<file path="src/rtl/uart_ctrl_pkg.sv">
// Shared definitions for the UART control blocks: scheduler FSM states and
// default transmitter constants.
package uart_ctrl_pkg;

  typedef enum logic [1:0] {
    IDLE,
    START,
    WAIT_DONE
  } sched_state_t;

  localparam int UART_DATA_W     = 8;
  localparam int UART_TX_TIMEOUT = 20000;

endpackage

</file>
<file path="src/rtl/rr_arbiter.sv">
// Combinational round-robin pick: first valid requester after last_grant,
// wrapping from NUM_REQ-1 back to 0.
module rr_arbiter #(
  parameter int NUM_REQ = 4
) (
  input  logic [NUM_REQ-1:0]         req_valid,
  input  logic [$clog2(NUM_REQ)-1:0] last_grant,
  output logic                       found,
  output logic [$clog2(NUM_REQ)-1:0] idx
);

  localparam int IDX_W = $clog2(NUM_REQ);

  logic [IDX_W-1:0] cand;

  always_comb begin
    found = 1'b0;
    idx   = '0;
    cand  = '0;
    // Offset 1 first, so last_grant itself is considered only after all others.
    for (int k = 1; k <= NUM_REQ; k++) begin
      cand = IDX_W'((int'(last_grant) + k) % NUM_REQ);
      if (!found && req_valid[cand]) begin
        found = 1'b1;
        idx   = cand;
      end
    end
  end

endmodule

</file>
<file path="src/rtl/uart_tx_scheduler.sv">
// Round-robin sharing of one UART transmitter among NUM_REQ byte producers,
// with a watchdog that abandons a frame whose tx_done never arrives.
module uart_tx_scheduler
  import uart_ctrl_pkg::*;
#(
  parameter int NUM_REQ     = 4,
  parameter int DATA_W      = UART_DATA_W,
  parameter int TIMEOUT_CYC = UART_TX_TIMEOUT
) (
  input  logic                       clk,
  input  logic                       reset,
  input  logic [NUM_REQ-1:0]         req_valid,
  input  logic [NUM_REQ*DATA_W-1:0]  req_data,
  output logic [NUM_REQ-1:0]         req_ready,
  output logic [DATA_W-1:0]          tx_data,
  output logic                       tx_start,
  input  logic                       tx_done,
  output logic [$clog2(NUM_REQ)-1:0] grant_id,
  output logic                       busy,
  output logic                       timeout_err
);

  localparam int IDX_W = $clog2(NUM_REQ);
  localparam int CNT_W = $clog2(TIMEOUT_CYC + 1);

  sched_state_t     state, state_next;
  logic [IDX_W-1:0] last_grant;
  logic [IDX_W-1:0] pick_idx;
  logic             pick_found;
  logic [CNT_W-1:0] wdog_cnt;
  logic             expire;

  rr_arbiter #(
    .NUM_REQ(NUM_REQ)
  ) u_arb (
    .req_valid (req_valid),
    .last_grant(last_grant),
    .found     (pick_found),
    .idx       (pick_idx)
  );

  // Counter is 0 during START, so it reads TIMEOUT_CYC-1 on the last cycle
  // before the TIMEOUT_CYC-th cycle after tx_start.
  assign expire = (state == WAIT_DONE) && (wdog_cnt == CNT_W'(TIMEOUT_CYC - 1));

  always_ff @(posedge clk) begin
    if (reset) state <= IDLE;
    else       state <= state_next;
  end

  always_comb begin
    state_next = state;
    case (state)
      IDLE:      if (pick_found) state_next = START;
      START:     state_next = WAIT_DONE;
      WAIT_DONE: if (tx_done || expire) state_next = IDLE;
      default:   state_next = IDLE;
    endcase
  end

  always_ff @(posedge clk) begin
    if (reset) begin
      tx_data     <= '0;
      grant_id    <= '0;
      last_grant  <= IDX_W'(NUM_REQ - 1);
      wdog_cnt    <= '0;
      timeout_err <= 1'b0;
    end else begin
      // tx_done on the expiry cycle completes the frame normally.
      timeout_err <= expire && !tx_done;
      if (state == IDLE)                           wdog_cnt <= '0;
      else if (wdog_cnt != CNT_W'(TIMEOUT_CYC))    wdog_cnt <= wdog_cnt + CNT_W'(1);
      if (state == IDLE && pick_found) begin
        tx_data    <= req_data[pick_idx*DATA_W +: DATA_W];
        grant_id   <= pick_idx;
        last_grant <= pick_idx;
      end
    end
  end

  assign tx_start  = (state == START);
  assign busy      = (state != IDLE);
  assign req_ready = (state == START) ? (NUM_REQ'(1) << grant_id) : '0;

endmodule
</file>
<file path="config.mk">
export PLATFORM = sky130hd
export DESIGN_NAME = uart_tx_scheduler
export DESIGN_NICKNAME = d
export VERILOG_FILES = /design/src/rtl/uart_ctrl_pkg.sv /design/src/rtl/rr_arbiter.sv /design/src/rtl/uart_tx_scheduler.sv
export SDC_FILE = /design/constraint.sdc
export NUM_CORES = 1
export LEC_CHECK = 0
export CORE_ASPECT_RATIO = 1.1
export CORE_MARGIN = 2
export CORE_UTILIZATION = 45
export CTS_BUF_LIST = sky130_fd_sc_hd__clkbuf_8
export DETAILED_ROUTE_END_ITERATION = 10
export DONT_BUFFER_PORTS = 1
export PLACE_DENSITY_LB_ADDON = 0.12
export SLEW_MARGIN = 20
export SYNTH_ARGS = -nofsm -noshare
export SYNTH_HDL_FRONTEND = slang
export SYNTH_SLANG_ARGS = --single-unit
</file>
<file path="constraint.sdc">
create_clock -name clk -period 4.96 [get_ports clk]
set_clock_uncertainty 0.1 [all_clocks]
set_input_delay 1.488 -clock clk [delete_from_list [all_inputs] [get_ports clk]]
set_output_delay 1.488 -clock clk [all_outputs]
set_load 0.005 [all_outputs]
</file>
* Word level (Yosys, flattened, before mapping)
Index checks and enable logic that the tools add are counted.
W data, S select, Z words.
** Storage, ports and cells
- Bits in registers :: 30
- Output and inout port bits :: 17
- Bits of input ports :: 39
- Logic and storage cells :: 58
** Operators by class
- Order comparisons :: 4
- Eq/ne operators :: 6
- Add/subtract/negate cells :: 5
- Reduce and logical (&&, ||, !) cells :: 15
- Mux-type cells :: 20
- Shifts and indexed selects :: 2
** Operators by type and width (number)
- $shiftx A32 B6 Y8 :: 1
- $add A15 B1 Y15 const B :: 1
- $eq A15 B15 Y1 const B :: 1
- $ne A15 B15 Y1 const B :: 1
- $lt A2 B3 Y1 const B :: 4
- $mux W2 :: 6
- $bmux W1 S2 :: 4
- $mux W1 :: 8
- $logic_and A1 B1 Y1 :: 6
- $pmux W2 S3 :: 1
- $add A2 B1 Y2 const B :: 2
- $add A2 B2 Y2 const B :: 2
- $logic_not A1 Y1 :: 4
- $mux W4 :: 1
- $shl A1 B2 Y4 const A :: 1
- $eq A2 B1 Y1 const B :: 1
- $eq A2 B2 Y1 const B :: 1
- $logic_not A2 Y1 :: 1
- $ne A2 B1 Y1 const B :: 1
- $ne A2 B2 Y1 const B :: 1
- $reduce_and A2 Y1 :: 1
- $reduce_bool A2 Y1 :: 1
- $reduce_or A2 Y1 :: 1
- $logic_or A1 B1 Y1 :: 1

* Logic depth before layout (Yosys ltp)
- Word-level depth :: 15
- Gate-level depth with buffers :: 7
- Depth with buffers taken out :: 6

* Modules after synthesis
From an unflattened synthesis, not the netlist that was laid out.
** Second synthesis, totals
- Cell total of the unflattened synthesis :: 185
- Area, all modules :: 1656.6 sq um
** By module, submodules not included
- uart_tx_scheduler :: instances 1, cells an instance 171, seq. area each 600.6 sq um, area each 1565.3 sq um
- rr_arbiter :: instances 1, cells an instance 14, seq. area each 0.0 sq um, area each 91.3 sq um

* Least setup slack after synthesis
No wires, ideal clock.
- Kind :: input to register
- From :: in req_valid[2]
- To :: reg tx_data[6]
- Setup time :: 0.073 ns
- Buffers on the path :: 1
- Required time :: 4.787 ns
- Arrival :: 2.646 ns
- Setup slack :: 2.141 ns
- Cell stages on the path :: 6
- Cells stage by stage :: nand2b_1 > a21boi_0 > o21ai_2 > buf_6 > mux2_2 > o211ai_2
** On the way
- Word-level cells in the longest chain between the ends :: 13
- Elaborated cells between the ends (all ways) :: 24
- Classes of those cells :: shift: 1; mux: 16; reduce/logical: 7
** Ends and longest elaborated chain
- from (decl) :: line uart_tx_scheduler.sv:12 : input logic [NUM_REQ-1:0] req_valid,
- $bmux W1 S2 :: line rr_arbiter.sv:23 : if (!found && req_valid[cand]) begin
- $mux W1 (implied by the code) :: line rr_arbiter.sv:23
- $mux W1 :: line rr_arbiter.sv:23
- $logic_not A1 Y1 :: line rr_arbiter.sv:23
- $logic_and A1 B1 Y1 :: line rr_arbiter.sv:23
- $mux W1 :: line rr_arbiter.sv:23
- $logic_not A1 Y1 :: line rr_arbiter.sv:23
- $logic_and A1 B1 Y1 :: line rr_arbiter.sv:23
- $mux W1 :: line rr_arbiter.sv:23
- $logic_not A1 Y1 :: line rr_arbiter.sv:23
- $logic_and A1 B1 Y1 :: line rr_arbiter.sv:23
- $mux W2 or $mux W1 (tied branches) :: line rr_arbiter.sv:23
- $shiftx A32 B6 Y8 or $logic_and A1 B1 Y1 (tied branches) :: line uart_tx_scheduler.sv:74, uart_tx_scheduler.sv:73
- to (signal assigned) :: line uart_tx_scheduler.sv:74 : tx_data <= req_data[pick_idx*DATA_W +: DATA_W];
- to (decl) :: line uart_tx_scheduler.sv:15 : output logic [DATA_W-1:0] tx_data,
Parallel ways exist; a longest one is shown, timed or not. The select of a mux whose other input is x is not followed.
A chain may end at the register's enable or synchronous reset.

* Final worst setup path
- From :: in req_valid[2]
- To :: reg tx_data[0]
The elaborated chain is that of the path after synthesis.

==> summary.md <==
| Metric | Value |
|---|---|
| CTS tree | yes |
| Post-detail-place hpwl | 2490 µm |
| Ys flop type | dfxtp_1 |
| Mean Syn Cell Area | 8.97 µm² |
| Post-Synth XOR/XNOR Area | 5.80% |
| CP Max Fanout | 17 |
| Warnings from Yosys | 0 |
| Slowest CP cell | o21ai_2 |
| RePlAce Congestion | 0.699 |
| Post-layout instance area | 0.00178 mm² |
| H-Tree Depth | 2 |
| CTS Buf Count | 5 |
| Final worst-path cycle share | 58.5% |
| Area of the multi-input gates | 0.00100 mm² |
| Sequential cell area | 601 µm² |
| Max Root-Sink Buffers | 2 |
| Slew HR | 36.4% |
| Simple-Gate Fraction of Synth Area | 29.1% |
| Placed Cells | 228 |
| Antenna diode count | 0 |
| Status | finished, final reports clean |
| CP Capture Type | flip-flop |
| Clock Pin Slew Worst Setup and Hold Paths | 70 ps |
| Layout cell share with drive strength beyond 1 | 16.1% |
| Total Routing Usage GR | 16.3% |
| Fin cells | 236 |
| Hold_ws | 370 ps |
| Clock Tree Root | clkbuf_8 |
| Ports | 56 |
| Final wirelength | 3360 µm |
| Vias | 1308 |
| Max-cap violations | 0 |
| Setup WS post-layout | 2060 ps |
| Global route overflow | 0 |
| Final net count | 226 |
| Synth-to-Final Area Change | 7.23% |
| Vias in the first global route | 1107 |
| Asr flop ratio synth | 0% |
| Die footprint | 0.00419 mm² |
| DRT Pass-1 Iters | 4 |
| Max VDD drop | 0.000256 V |
| Worst slew pin tran | 953 ps |
| Power, Total | 0.622 mW |
| Clk Latency, worst-skew pair | 280 ps |
| CP top delay family | compound AO/OA/AOI/OAI gates |
| Synthesized Nets | 226 |
| Initial core utilization | 46.2% |
| Max Slew Vio Count | 0 |
| Buf+Inv Stages, Crit Path | 0 |
| Final setup TNS | 0 ps |
| Syn Inst Count | 185 |
| Fin. Hold Viols | 0 |
| Remaining DRCs | 0 |
| Die W | 61.9 µm |
| Initial antenna violation count | 0 |
| RSZ-0062 raised after global routing | false |
| Num rows | 23 |
| Die height | 67.7 µm |
| Final Critical Period | 2900 ps |
| Worst hold path type | flip-flop to flip-flop |
| Crit path cell chain | nand2b_1, a21boi_0, o21ai_2, mux2_2, o211ai_2 |
| Dpl ws | 1780 ps |
| Synth Area in Compound Gates | 12.4% |
| Reg power frac | 45.0% |
| Synth Cell Area | 0.00166 mm² |
| Number of gates resized after cts | 0 |
| Post-route ant nets | 0 |
| Post-CTS Setup Bufs | 0 |
| Initial detailed-routing violation count | 44 |
| Part of the power in the clock network | 38.4% |
| Multiplexer share of the synthesized area | 11.5% |
| Critical Path Start Type | input pin |
| PortBufs | 0 |
| Drt via density | 5.54 |
| Flops & latches, synth | 30 |
| Final setup violating endpoints | 0 |
| Largest family of logic cells by synthesized area | simple AND/OR/NAND/NOR gates |
| Switching Fraction | 27.1% |
| Crit-path max cell delay | 750 ps |
| Critical setup path kind | input pin to flip-flop |
| Peak Freq | 0.345 GHz |
| Internal Power | 0.453 mW |
| Leak Pwr | 0.639 nW |
| Number of synthesized flops with an enable pin | 0 |
| Largest net degree at the start of global routing | 19 |
| Post-Synth Adder-Cell Area | 1.51% |
| Psw | 0.169 mW |
| Fraction of the yosys area taken by sequential cells | 36.2% |
| CTS sink cnt | 30 |
| Critical path required time | 5070 ps |
| Hold Buf Count CTS | 0 |
| Final core utilization | 49.5% |
| Cell Area, Placed | 0.00167 mm² |
| Routed len/inst | 14.2 µm |
| Filler cells | 347 |
| Worst EP arrival | 3010 ps |
| Cell Pwr Density | 350 mW/mm² |
| Core Area | 0.00360 mm² |
| Comb pwr share | 16.6% |
| First-pass GRT wire length | 4840 µm |
| Unique masters post-synth | 43 |
[power groups by stage]
stage / logic (mW) / clock network [mW] / registers, mW
3_3_place_gp: 0.100 / 0 / 0.284
4_1_cts: 0.105 / 0.247 / 0.280
3_5_place_dp: 0.104 / 0 / 0.285
5_1_grt: 0.114 / 0.261 / 0.282
2_1_floorplan: 0.0985 / 0 / 0.280
6_report: 0.103 / 0.239 / 0.280
[state kept, by name, indices dropped and copies added (netlist names)]
| name | count |
|---|---|
| timeout_err | 1 |
| wdog_cnt | 15 |
| state | 2 |
| tx_data | 8 |
| grant_id | 2 |
| last_grant | 2 |
[layer usage]
| metal | vias up | wire length [µm] | GRT usage, % |
|---|---|---|---|
| met5 | - | 0 | 0 |
| met1 | 604 | 1400 | 16.3 |
| li1 | 657 | - | - |
| met3 | 5 | 256 | 6.70 |
| met4 | 0 | 72 | 9.57 |
| met2 | 42 | 1630 | 27.8 |
[Yosys cell counts, drive strengths merged (2+ instances only)]
cell	number	area [µm²]
a21oi	4	20.0
a31oi	2	27.5
and2	3	18.8
and3	5	31.3
buf	4	38.8
clkbuf	3	12.5
dfxtp	30	601
ha	2	25.0
inv	2	7.51
mux2	8	90.1
mux2i	10	100
nand2	16	60.1
nand2b	6	37.5
nand3	21	105
nor2	23	86.3
nor3	4	31.3
nor4	2	18.8
o211ai	8	100
o21ai	3	18.8
or2	2	12.5
or3	3	18.8
xnor2	3	26.3
xor2	8	70.1
[cells in the final DEF, fill, tap and decap left out, types with 2 or more instances in the layout]
cell       n
xnor2_1    3
a21oi_1    4
o21ai_0    2
nand3_1   21
mux2_2     8
clkinv_2   2
and3_1     5
nand2_1   16
and2_1     3
xor2_1     8
nor2_1    23
inv_1      2
dfxtp_1   30
o211ai_2   8
or3_1      3
mux2i_1   10
ha_1       2
nand2b_1   6
clkbuf_8   5
nor3_1     3
[worst paths after layout]
kind                          from                      end  slack [ps]  cells past startpoint
min          state[1]$_SDFFE_PP0P_   timeout_err$_SDFF_PP0_         370                      2
max reg2reg  state[1]$_SDFFE_PP0P_  tx_data[0]$_SDFFE_PP0P_        2830                      4
min reg2reg  state[1]$_SDFFE_PP0P_   timeout_err$_SDFF_PP0_         370                      2
max                   req_valid[2]  tx_data[0]$_SDFFE_PP0P_        2060                      5
[cell type report]
cell class	instances	share of cell area [%]
Sequential cell	30	33.7
Clock buffer	5	3.87
Tap cell	50	3.51
Multi-Input combinational cell	146	56.2
Inverter	2	0.422
Clock inverter	3	2.25
[logic make-up after synthesis]
| group | Yosys count |
|---|---|
| buffers and inverters | 9 |
| XOR/XNOR | 11 |
| AND/OR/NAND/NOR | 93 |
| adder cells (fa/ha/maj) | 2 |
| AO/OA/AOI/OAI | 22 |
| multiplexers | 18 |
| flip-flops | 30 |
[tightest hold or removal path, cell delays in order, from the launching register on]
cell	delay [ps]
dfxtp_1	330
nand2_1	60
nor3_1	40
No activity file was read; power rests on OpenSTA's default activity.
